[src/rtl/pipe_pkg.sv]
// -----------------------------------------------------------------------------
// pipe_pkg
// Shared definitions for the elastic pipeline-stage registers of the 5-stage
// RISC-V core.
//   - pipe_state_e  : occupancy of a stage register (EMPTY / ONE / FULL)
//   - PIPE_*_WIDTH  : default payload/statistics widths of a generic stage
//   - FD_/DE_/EM_/MW_* : default widths for each concrete stage instance
//   - ps_can_accept : whether a stage in a given occupancy may take a new entry
// No ports (package).
// -----------------------------------------------------------------------------
package pipe_pkg;

    typedef enum logic [1:0] {
        PS_EMPTY = 2'd0,
        PS_ONE   = 2'd1,
        PS_FULL  = 2'd2
    } pipe_state_e;

    localparam int PIPE_DATA_WIDTH = 32;
    localparam int PIPE_CTRL_WIDTH = 8;
    localparam int PIPE_STAT_WIDTH = 32;

    // Fetch -> Decode: instruction, PC, PC+4
    localparam int FD_CTRL_WIDTH = 1;
    localparam int FD_DATA_WIDTH = 96;
    // Decode -> Execute: two operands, immediate, PC, PC+4, rd
    localparam int DE_CTRL_WIDTH = 12;
    localparam int DE_DATA_WIDTH = 165;
    // Execute -> Memory: ALU result, write data, PC+4, rd
    localparam int EM_CTRL_WIDTH = 5;
    localparam int EM_DATA_WIDTH = 101;
    // Memory -> Writeback: ALU result, read data, PC+4, rd
    localparam int MW_CTRL_WIDTH = 3;
    localparam int MW_DATA_WIDTH = 101;

    // A new entry fits as long as the skid slot is still free.
    function automatic logic ps_can_accept(input pipe_state_e state);
        return state != PS_FULL;
    endfunction

endpackage

[src/rtl/pipe_sat_counter.sv]
// -----------------------------------------------------------------------------
// pipe_sat_counter
// Width-parametrised up-counter that sticks at all-ones instead of wrapping.
// Ports:
//   clk    - clock, counts on rising edge
//   rst_n  - asynchronous active-low reset, clears the count
//   en     - increment request for this cycle
//   count  - current count value
// -----------------------------------------------------------------------------
module pipe_sat_counter #(
    parameter int WIDTH = 32
) (
    input  logic             clk,
    input  logic             rst_n,
    input  logic             en,
    output logic [WIDTH-1:0] count
);

    logic [WIDTH-1:0] count_q;
    logic [WIDTH-1:0] count_d;

    // Increment only while below the all-ones ceiling.
    always_comb begin
        count_d = count_q;
        if (en && (count_q != {WIDTH{1'b1}})) begin
            count_d = count_q + 1'b1;
        end
    end

    always_ff @(posedge clk or negedge rst_n) begin
        if (!rst_n) begin
            count_q <= '0;
        end else begin
            count_q <= count_d;
        end
    end

    assign count = count_q;

endmodule

[src/rtl/pipe_skid_reg.sv]
// -----------------------------------------------------------------------------
// pipe_skid_reg
// Elastic pipeline-stage register with a valid/ready handshake and a one-entry
// skid slot behind the main register, so in_ready is a flop and never depends
// combinationally on out_ready. FLUSH turns every held entry into a bubble by
// clearing its control field; data fields are left untouched.
//
// Optional feature: define PIPE_SKID_STATS_EN to build a saturating counter of
// stall cycles (out_valid=1, out_ready=0) on stall_cnt; otherwise stall_cnt
// is tied to zero and no counter is built.
//
// Ports:
//   CLK        - clock, all state on rising edge
//   RST_N      - asynchronous active-low reset
//   FLUSH      - synchronous kill of all held entries (drops the input too)
//   in_valid   - upstream entry valid
//   in_ready   - stage can accept (registered)
//   in_ctrl    - upstream control field
//   in_data    - upstream data field
//   out_valid  - downstream entry valid
//   out_ready  - downstream accepts (low = stall)
//   out_ctrl   - control field, zero whenever out_valid=0
//   out_data   - data field
//   stall_cnt  - stall-cycle count
// -----------------------------------------------------------------------------
module pipe_skid_reg
    import pipe_pkg::*;
#(
    parameter int DATA_WIDTH = PIPE_DATA_WIDTH,
    parameter int CTRL_WIDTH = PIPE_CTRL_WIDTH,
    parameter int STAT_WIDTH = PIPE_STAT_WIDTH
) (
    input  logic                  CLK,
    input  logic                  RST_N,
    input  logic                  FLUSH,
    input  logic                  in_valid,
    output logic                  in_ready,
    input  logic [CTRL_WIDTH-1:0] in_ctrl,
    input  logic [DATA_WIDTH-1:0] in_data,
    output logic                  out_valid,
    input  logic                  out_ready,
    output logic [CTRL_WIDTH-1:0] out_ctrl,
    output logic [DATA_WIDTH-1:0] out_data,
    output logic [STAT_WIDTH-1:0] stall_cnt
);

    pipe_state_e           state_q,     state_d;
    logic                  in_ready_q,  in_ready_d;
    logic [CTRL_WIDTH-1:0] main_ctrl_q, main_ctrl_d;
    logic [DATA_WIDTH-1:0] main_data_q, main_data_d;
    logic [CTRL_WIDTH-1:0] skid_ctrl_q, skid_ctrl_d;
    logic [DATA_WIDTH-1:0] skid_data_q, skid_data_d;

    logic accept;
    logic emit;

    // The main register is the output stage, so it is valid whenever the
    // stage holds anything at all.
    assign out_valid = (state_q != PS_EMPTY);
    assign out_ctrl  = main_ctrl_q;
    assign out_data  = main_data_q;
    assign in_ready  = in_ready_q;

    assign accept = in_valid & in_ready_q;
    assign emit   = out_valid & out_ready;

    // Occupancy and payload movement. Control fields are zeroed whenever a
    // slot is vacated so an empty slot always reads as a bubble; data fields
    // are only ever overwritten by new entries. in_ready is precomputed from
    // the next occupancy so it can be registered.
    always_comb begin
        state_d     = state_q;
        main_ctrl_d = main_ctrl_q;
        main_data_d = main_data_q;
        skid_ctrl_d = skid_ctrl_q;
        skid_data_d = skid_data_q;

        if (FLUSH) begin
            state_d     = PS_EMPTY;
            main_ctrl_d = '0;
            skid_ctrl_d = '0;
        end else begin
            case (state_q)
                PS_EMPTY: begin
                    if (accept) begin
                        main_ctrl_d = in_ctrl;
                        main_data_d = in_data;
                        state_d     = PS_ONE;
                    end
                end
                PS_ONE: begin
                    if (accept && emit) begin
                        main_ctrl_d = in_ctrl;
                        main_data_d = in_data;
                    end else if (accept) begin
                        skid_ctrl_d = in_ctrl;
                        skid_data_d = in_data;
                        state_d     = PS_FULL;
                    end else if (emit) begin
                        main_ctrl_d = '0;
                        state_d     = PS_EMPTY;
                    end
                end
                PS_FULL: begin
                    if (emit) begin
                        main_ctrl_d = skid_ctrl_q;
                        main_data_d = skid_data_q;
                        skid_ctrl_d = '0;
                        state_d     = PS_ONE;
                    end
                end
                default: begin
                    main_ctrl_d = '0;
                    skid_ctrl_d = '0;
                    state_d     = PS_EMPTY;
                end
            endcase
        end

        in_ready_d = ps_can_accept(state_d);
    end

    always_ff @(posedge CLK or negedge RST_N) begin
        if (!RST_N) begin
            state_q     <= PS_EMPTY;
            in_ready_q  <= 1'b1;
            main_ctrl_q <= '0;
            main_data_q <= '0;
            skid_ctrl_q <= '0;
            skid_data_q <= '0;
        end else begin
            state_q     <= state_d;
            in_ready_q  <= in_ready_d;
            main_ctrl_q <= main_ctrl_d;
            main_data_q <= main_data_d;
            skid_ctrl_q <= skid_ctrl_d;
            skid_data_q <= skid_data_d;
        end
    end

`ifdef PIPE_SKID_STATS_EN
    // Stall counter survives FLUSH; only reset clears it.
    pipe_sat_counter #(
        .WIDTH (STAT_WIDTH)
    ) u_stall_cnt (
        .clk   (CLK),
        .rst_n (RST_N),
        .en    (out_valid & ~out_ready),
        .count (stall_cnt)
    );
`else
    assign stall_cnt = '0;
`endif

endmodule

[config.mk]
export PLATFORM = sky130hd
export DESIGN_NAME = pipe_skid_reg
export DESIGN_NICKNAME = d
export VERILOG_FILES = /design/src/rtl/pipe_pkg.sv /design/src/rtl/pipe_sat_counter.sv /design/src/rtl/pipe_skid_reg.sv
export SDC_FILE = /design/constraint.sdc
export NUM_CORES = 1
export LEC_CHECK = 0
export BUFFER_PORTS_ARGS = -buffer_cell sky130_fd_sc_hd__buf_2
export CORE_ASPECT_RATIO = 0.5
export CORE_UTILIZATION = 55
export CTS_BUF_LIST = sky130_fd_sc_hd__clkbuf_8
export DETAILED_ROUTE_END_ITERATION = 10
export GPL_TIMING_DRIVEN = 0
export PLACE_DENSITY = 0.88
export SYNTH_ARGS = -nofsm -noshare
export SYNTH_HDL_FRONTEND = slang
export SYNTH_SLANG_ARGS = --single-unit
[constraint.sdc]
create_clock -name CLK -period 3.1 [get_ports CLK]
set_input_delay 0.62 -clock CLK [delete_from_list [all_inputs] [get_ports CLK]]
set_output_delay 0.62 -clock CLK [all_outputs]
set_load 0.02 [all_outputs]
==> results.txt, run 1 <==
Mean routed wirelength per cell -> 14.6 µm
Clk slew on worst S/H paths -> 80 ps
Max_slew headroom -> 0.435
Power density relative to cell area -> 589 nW/µm²
Largest voltage drop on the vdd net -> 434 µV
Post-synth design cell area -> 4020 µm²
Tightest Hold Check Type -> in -> async
Number of top-level pins -> 119
Leading register cell type out of synthesis -> dfrtp_1
Filler instances -> 536
Global Route met3 Usage -> 0.0547
Post-route insts no fill -> 564
Crit path DAT -> 1710 ps
Syn Area/Cell -> 11.9 µm²
Met2 Use GR -> 0.402
Total Wirelength -> 8210 µm
Effective utilization at floorplan -> 0.584
Max_cap viols -> 0
Vias per cell -> 5.06
Fin Clk Skew -> 8.98 ps
Count of TritonRoute iterations in the first routing pass -> 7
ANT cells -> 0
Max-slew violation count -> 0
Kind of end point of the critical path -> output port
Share of the synthesized area in the top cell type -> 0.510
Synth warnings -> 0
Die boundary width -> 123 µm
RSZ-0062 raised after global routing -> false
Vertical die dimension -> 62.5 µm
Final Cycle Share -> 0.750
Initial detailed-routing violation count -> 117
Final Hold Slack -> 191 ps
Global Route Usage Sum -> 0.234
Tightest Pin Transition -> 845 ps
Clock tree from TritonCTS -> yes
Share of post-route cells with drive strength above 1 -> 0.369
Count of cells along the worst register-to-register path -> 5
Total instance count after detailed placement -> 548
CTS Buffer Depth -> 2
Top cells by area, synth -> dfrtp_1, mux2_4, mux2i_1
Core area -> 6880 µm²
Final Wtd Congestion -> 0.775
Worst endpoint required time -> 2480 ps
Max Fanout on Critical Path -> 10
# rows -> 21
Number of enable flip-flop cells after synthesis -> 0
Number of hold buffers added after cts -> 0
Fin crit period -> 2330 ps
CTS H-tree lvls -> 3
Gate count of the mapped netlist -> 338
Number of clock buffers inserted by TritonCTS -> 9
Startpoint type of the worst setup path -> register
Flops & latches, synth -> 83
Fin nets -> 512
Pleak -> 2.51 nW
Count of input and output buffers -> 86
CTS root buffer -> clkbuf_8
Pin count of the biggest net entering global routing -> 56
Final setup viols -> 0
Met1 usage -> 0.293
Ys async rst share -> 1.00
Final HPWL from detailed placement -> 5910 µm
Most used cells in the layout excluding fill and tap cells -> buf_2, dfrtp_1, o21ai_0, mux2i_1, nand2_1
Post_cts resized -> 0
Outcome -> completed
DRC Markers -> 0
First-pass GRT wire length -> 13700 µm
Die ar. -> 7680 µm²
Area delta synth->final -> 21.9%
Via count of the first global-routing pass -> 2847
Most common cell after layout, fill and taps aside -> buf_2
Clock network latency to the later pin of the worst-skew pair -> 350 ps
Number of different library cells in the post-synthesis netlist -> 33
Total clock sinks -> 83
Number of antenna violations at the first check in global routing -> 0
Fmax -> 430 MHz
GRT busiest layer -> met2
GRT overflow -> 0
Routed via count -> 2855
Final hold violation count -> 0
Remaining antenna violation count after routing -> 0
Post-CTS Setup Inserts -> 0
Cell type with the highest aggregate area in the netlist -> dfrtp_1
Part of the Yosys area used for sequential elements -> 0.517
Final-layout setup total negative slack -> 0 ps
Worst setup path category -> reg -> out
## cell type report
class	instances	area, µm²	share of cell area
flip-flops and latches	83	2080	0.424
clock inverters	6	51.3	0.0105
inverters	1	3.75	0.000766
well taps	92	115	0.0235
multi-input cells	231	1700	0.348
repair buffers	87	460	0.0939
plain buffers	54	352	0.0717
clock buffers	10	138	0.0281
## synth_stat cells, types with 2 or more instances
library cell,instances
nand3_1,8
a22o_1,8
buf_4,32
nand2_1,34
a21oi_1,2
buf_1,2
buf_2,5
o21ai_0,43
clkbuf_1,12
nand2b_1,8
nor2b_1,2
mux2_4,30
and3b_1,2
dfrtp_1,82
buf_6,3
o2bb2ai_1,8
mux2_2,2
mux2i_1,40
## routing by layer
metal,vias up,share of wire
met1,1383,0.44
li1,1375,-
met4,0,0.014
met5,-,0
met3,14,0.049
met2,83,0.49
## through the flow
step                cell area (µm²)  power (mW)  utilization  worst slack [ps]
CTS                            4900        2.91        0.712               766
global route                   4900        3.05        0.712               665
finish                         4900        2.89        0.712               774
global placement               4680        2.12        0.680               776
floorplan                      4140        1.92            -              1110
detailed placement             4710        2.16        0.685               807
## path summary, 6_finish.rpt
path                              from              end  slack [ps]
max in group asynchronous        RST_N         in_ready        2270
hold reg to reg            out_data[9]      out_data[9]         470
min in group CLK           out_data[9]      out_data[9]         470
setup / recovery            state_q[1]        out_valid         770
hold / removal                   RST_N  skid_data_q[29]         190
setup reg to reg            state_q[0]     out_data[18]        1140
## registers in the layout, indices dropped and copies added (netlist names)
name,count
in_ready,1
out_ctrl,8
out_data,32
skid_ctrl_q,8
skid_data_q,32
state_q,2
## kinds of logic (layout without fill, tap and decap cells)
logic type | count (synthesis) | count (layout) | share of synthesized area
AND/OR/NAND/NOR | 63 | 63 | 0.0787
multiplexers | 72 | 72 | 0.217
flip-flops | 83 | 83 | 0.517
buffers and inverters | 55 | 158 | 0.0884
XOR/XNOR | 1 | 1 | 0.00218
AO/OA/AOI/OAI | 63 | 63 | 0.0958
other | 1 | 32 | 0.000933
## power breakdown
group	internal [mW]	switching [mW]	total [mW]	leakage, nW
clock network	0.383	0.361	0.744	0.110
logic	0.349	0.369	0.719	1.36
registers	1.30	0.123	1.43	1.05
total	2.04	0.853	2.89	2.51
## critical path: stages (launching register included)
cell and delay (ps):
dfrtp_1 320, buf_2 190, buf_1 490, or2_2 210
buf_2 150
(Power assumes the default switching activity.)
==> run 2, diff against run 1 <==
--- a/config.mk
+++ b/config.mk
@@ -7,11 +7,11 @@
 export LEC_CHECK = 0
 export BUFFER_PORTS_ARGS = -buffer_cell sky130_fd_sc_hd__buf_2
 export CORE_ASPECT_RATIO = 0.5
-export CORE_UTILIZATION = 55
+export CORE_UTILIZATION = 54
 export CTS_BUF_LIST = sky130_fd_sc_hd__clkbuf_8
 export DETAILED_ROUTE_END_ITERATION = 10
 export GPL_TIMING_DRIVEN = 0
-export PLACE_DENSITY = 0.88
+export PLACE_DENSITY = 0.87
 export SYNTH_ARGS = -nofsm -noshare
 export SYNTH_HDL_FRONTEND = slang
 export SYNTH_SLANG_ARGS = --single-unit
==> constraint.sdc (replaced) <==
create_clock -name CLK -period 2.3 [get_ports CLK]
set_input_delay 0.46 -clock CLK [delete_from_list [all_inputs] [get_ports CLK]]
set_output_delay 0.46 -clock CLK [all_outputs]
set_load 0.02 [all_outputs]
==> results.txt, run 2 (synthesized netlist as in run 1, its figures left out) <==
Outcome -> completed
Startpoint type of the worst setup path -> register
Count of input and output buffers -> 86
Vertical die dimension -> 63.0 µm
WL met2 -> 3870 µm
RSZ-0062 raised after global routing -> false
Utilization after layout -> 0.719
Total clock sinks -> 83
Fin nets -> 513
CTS H-tree lvls -> 3
Highest Signal Layer -> met4
Vias per cell -> 4.99
Pin count of the biggest net entering global routing -> 64
CTS root buffer -> clkbuf_8
Portion of total power attributed to the clock network -> 0.311
Remaining antenna violation count after routing -> 0
Die ar. -> 7820 µm²
Total Wirelength -> 8020 µm
Count of TritonRoute iterations in the first routing pass -> 4
Clock network latency to the later pin of the worst-skew pair -> 350 ps
# rows -> 21
Final HPWL from detailed placement -> 5610 µm
Final Wtd Congestion -> 0.770
First-pass GRT wire length -> 13800 µm
Switching share of power -> 0.274
Largest voltage drop on the vdd net -> 508 µV
Via count of the first global-routing pass -> 2962
Number of antenna violations at the first check in global routing -> 0
Most used cells in the layout excluding fill and tap cells -> buf_2, dfrtp_1, o21ai_0, mux2i_1, nand2_1
Tightest Hold Check Type -> in -> reg
Sequential fraction of design power -> 0.458
Final Power -> 4.18 mW
Final-layout setup total negative slack -> 0 ps
Post-Layout Inst Area -> 4980 µm²
Fin crit period -> 2100 ps
Max_slew headroom -> 0.344
Initial detailed-routing violation count -> 115
Final setup viols -> 0
Kind of end point of the critical path -> output port
Most common cell after layout, fill and taps aside -> buf_2
Share of post-route cells with drive strength above 1 -> 0.376
Post-CTS Setup Inserts -> 0
Routed length on met3 -> 494 µm
Crit path DAT -> 1640 ps
Total cell area at the placement stage -> 4710 µm²
Internal Dissipation -> 3.04 mW
Core area -> 6940 µm²
Max_cap viols -> 0
Clock tree from TritonCTS -> yes
Effective utilization at floorplan -> 0.580
Wl on met1 -> 3540 µm
Max-slew violation count -> 0
Pleak -> 2.54 nW
Power density relative to cell area -> 839 nW/µm²
Final hold violation count -> 0
Routed via count -> 2821
Number of top-level pins -> 119
Die boundary width -> 124 µm
Filler instances -> 529
Mean routed wirelength per cell -> 14.2 µm
Final Hold Slack -> 351 ps
Worst setup path category -> reg -> out
Clk slew on worst S/H paths -> 80 ps
GRT overflow -> 0
Fmax -> 476 MHz
Tightest Pin Transition -> 981 ps
Global Route Usage Sum -> 0.232
Number of clock buffers inserted by TritonCTS -> 9
Max Fanout on Critical Path -> 10
Area delta synth->final -> 24.0%
Fin Clk Skew -> 9.12 ps
DRC Markers -> 0
CTS Buffer Depth -> 2
Worst endpoint required time -> 1840 ps
Final Cycle Share -> 0.914
Proportion of power drawn by combinational gates -> 0.230
ANT cells -> 0
Total net switching power -> 1.15 mW
-- run 2: changes by cell type in the layout (fill, tap and decap cells not counted), sizes merged --
cell	previous run	this run
buf	129	128
clkbuf	22	25
clkinv	2	1
dlygate4sd3	0	1
inv	4	1
bufinv	1	3
-- run 2: worst max-delay path: stages (launching register included) --
cell      delay (ps)
dfrtp_1          370
buf_2            180
clkbuf_2         250
or2_2            340
buf_2            160
-- run 2: through the flow --
step	std cells	setup WS [ps]
2_1_floorplan	369	430
3_3_place_gp	547	151
3_5_place_dp	548	212
4_1_cts	565	38.1
5_1_grt	565	18.1
6_report	565	198
-- run 2: area by class of cell --
cell class	count	area, µm²	share of cell area
flip-flops and latches	83	2080	0.417
well taps	92	115	0.0231
repair buffers	88	470	0.0944
multi-input cells	231	1700	0.342
clock inverters	4	95.1	0.0191
clock buffers	12	165	0.0331
inverters	1	3.75	0.000753
plain buffers	54	353	0.0708
-- run 2: worst paths after layout --
check	depth (start not counted)	slack (ps)	startpoint	endpoint
max	4	200	state_q[1]	out_valid
max in group asynchronous	3	1110	RST_N	in_ready
min in group asynchronous	2	550	RST_N	out_data[29]
min reg2reg	2	480	out_data[9]	out_data[9]
max reg2reg	4	200	state_q[0]	skid_ctrl_q[2]
min	2	350	in_data[10]	skid_data_q[10]
-- run 2: power by group through the flow --
stage	combinational, mW	clock, mW	sequential [mW]
finish	0.963	1.30	1.92
global route	1.06	1.41	1.95
CTS	0.972	1.34	1.92
detailed placement	0.964	0	1.94
global placement	0.937	0	1.92
floorplan	0.528	0	2.06
-- run 2: routing by layer --
| metal | vias to the layer above | global-route usage |
|---|---|---|
| li1 | 1376 | - |
| met1 | 1353 | 0.295 |
| met2 | 82 | 0.372 |
| met3 | 10 | 0.0821 |
| met4 | 0 | 0.0714 |
| met5 | - | 0 |
-- run 2: what timing repair did --
action	in CTS	in global routing
endpoints found under the hold margin	20	0
hold buffers	1	0
setup endpoints to repair	0	2
resized for setup	0	1
==> run 3, diff against run 2 <==
--- a/config.mk
+++ b/config.mk
@@ -6,11 +6,12 @@
 export NUM_CORES = 1
 export LEC_CHECK = 0
 export BUFFER_PORTS_ARGS = -buffer_cell sky130_fd_sc_hd__buf_2
+export CAP_MARGIN = 20
 export CORE_ASPECT_RATIO = 0.5
 export CORE_UTILIZATION = 54
 export CTS_BUF_LIST = sky130_fd_sc_hd__clkbuf_8
 export DETAILED_ROUTE_END_ITERATION = 10
-export GPL_TIMING_DRIVEN = 0
+export GPL_TIMING_DRIVEN = 1
 export PLACE_DENSITY = 0.87
 export SYNTH_ARGS = -nofsm -noshare
 export SYNTH_HDL_FRONTEND = slang
==> results.txt, run 3 (synthesized netlist as in run 1, its figures left out) <==
Startpoint type of the worst setup path -> register
Reg-to-Reg End -> skid_data_q[18]
Filler instances -> 512
Buffering stage count on the worst path with inverters included -> 1
Launch instance of the worst register-to-register path -> in_ready
Count of cells along the worst register-to-register path -> 4
Most common cell after layout, fill and taps aside -> buf_2
Post-CTS Setup Inserts -> 0
Total Wirelength -> 7790 µm
Clock tree from TritonCTS -> yes
Clock network latency to the later pin of the worst-skew pair -> 340 ps
Die ar. -> 7820 µm²
Pin count of the biggest net entering global routing -> 40
Crit path DAT -> 2300 ps
CTS H-tree lvls -> 3
Critical Path Start -> in_ready
Fin nets -> 470
Count of input and output buffers -> 86
Proportion of power drawn by combinational gates -> 0.236
Vias per cell -> 5.08
Cell depth of the worst setup path -> 4
Critical Path Slowest Stage Cell -> or4b_2
Max_slew headroom -> 0.660
Tightest Pin Transition -> 510 ps
RSZ-0062 raised after global routing -> false
Final Cycle Share -> 0.897
Power density relative to cell area -> 841 nW/µm²
Category of cells accounting for the largest share of critical-path delay -> simple AND/OR/NAND/NOR gates
Register-to-register setup slack -> 240 ps
Crit-path cells -> nand2_1, or4b_2, buf_4, mux2_4
Worst endpoint required time -> 2540 ps
GRT overflow -> 0
Worst setup path category -> reg -> reg
Initial detailed-routing violation count -> 105
Global Route Usage Sum -> 0.221
Vertical die dimension -> 63.0 µm
Area delta synth->final -> 15.7%
Fin crit period -> 2060 ps
Max_cap viols -> 0
Clk slew on worst S/H paths -> 80 ps
Switching share of power -> 0.298
Largest voltage drop on the vdd net -> 430 µV
CTS root buffer -> clkbuf_8
Final hold violation count -> 0
Total net switching power -> 1.16 mW
Share of post-route cells with drive strength above 1 -> 0.352
Most used cells in the layout excluding fill and tap cells -> buf_2, dfrtp_1, o21ai_0, mux2i_1, nand2_1
Max Fanout on Critical Path -> 18
Kind of end point of the critical path -> register
# rows -> 21
Count of TritonRoute iterations in the first routing pass -> 4
Final HPWL from detailed placement -> 5590 µm
Sequential fraction of design power -> 0.493
Pleak -> 2.33 nW
Number of antenna violations at the first check in global routing -> 0
ANT cells -> 0
Fmax -> 485 MHz
Delay contributed by the slowest stage of the critical path -> 660 ps
Total clock sinks -> 83
Die boundary width -> 124 µm
Final Wtd Congestion -> 0.767
Mean routed wirelength per cell -> 15.0 µm
CTS Buffer Depth -> 2
Final setup viols -> 0
Remaining antenna violation count after routing -> 0
Internal Dissipation -> 2.75 mW
Number of top-level pins -> 119
Portion of total power attributed to the clock network -> 0.271
First-pass GRT wire length -> 13000 µm
Core area -> 6940 µm²
Post_cts resized -> 0
Number of hold buffers added after cts -> 0
Pre-CTS setup slack -> 62.5 ps
Final setup margin -> 237 ps
CP endpoint -> skid_data_q[18]
Effective utilization at floorplan -> 0.580
Via count of the first global-routing pass -> 2640
Max-slew violation count -> 0
Outcome -> completed
Number of clock buffers inserted by TritonCTS -> 9
Final-layout setup total negative slack -> 0 ps
DRC Markers -> 0
Routed via count -> 2646
Fin Clk Skew -> 4.53 ps
Tightest Hold Check Type -> in -> async
-- run 3: changes by cell type in the layout (fill, tap and decap cells not counted), moves of 2 or more --
cell        delta
buf_2          -5
clkinvlp_4     +2
bufinv_16      -2
clkbuf_1      -12
buf_6          -3
buf_4         -20
-- run 3: power groups by stage --
stage	sequential [mW]	combinational (mW)	clock [mW]
after floorplan	2.06	0.528	0
after global placement	1.94	0.892	0
after detailed placement	1.94	0.939	0
after CTS	1.93	0.932	1.07
after global routing	1.97	1.01	1.14
final	1.93	0.922	1.06
-- run 3: final cells by class --
type / count / area (µm²) / area share
Tap cell: 92 / 115 / 0.0247
Multi-Input combinational cell: 231 / 1710 / 0.368
Clock buffer: 11 / 151 / 0.0325
Timing Repair Buffer: 99 / 543 / 0.117
Clock inverter: 4 / 50.0 / 0.0108
Sequential cell: 83 / 2080 / 0.447
Inverter: 1 / 3.75 / 0.000806
-- run 3: worst min-delay path by stage --
stage,startpoint,end,slack (ps),cells after the start
finish,RST_N,out_data[28],70,1
global route,RST_N,out_data[28],90,1
CTS,RST_N,out_data[28],70,1
detailed placement,RST_N,out_data[28],450,1
global placement,RST_N,out_data[28],450,1
floorplan,RST_N,out_ctrl[0],160,0
-- run 3: worst register-to-register path: cells and delay by family (launching register included) --
family | cells | cell delay (ps)
flops | 1 | 570
buf+inv | 1 | 270
mux | 1 | 340
simple gates | 2 | 770
-- run 3: stage by stage --
step / power (mW) / cells / instance area [µm²] / hold slack, ps / util
3_5_place_dp: 2.88 / 506 / 4450 / 454 / 0.642
6_report: 3.91 / 521 / 4650 / 65.8 / 0.671
2_1_floorplan: 2.59 / 369 / 4140 / 164 / -
3_3_place_gp: 2.83 / 506 / 4450 / 451 / 0.642
4_1_cts: 3.93 / 521 / 4650 / 74.9 / 0.671
5_1_grt: 4.11 / 521 / 4650 / 92.8 / 0.671
-- run 3: metal layers --
layer / part of all wire / up-vias / track usage
met5: 0 / - / 0
met4: 0.0065 / 0 / 0.0595
met3: 0.043 / 4 / 0.0547
met2: 0.48 / 72 / 0.353
met1: 0.47 / 1287 / 0.299
li1: - / 1283 / -
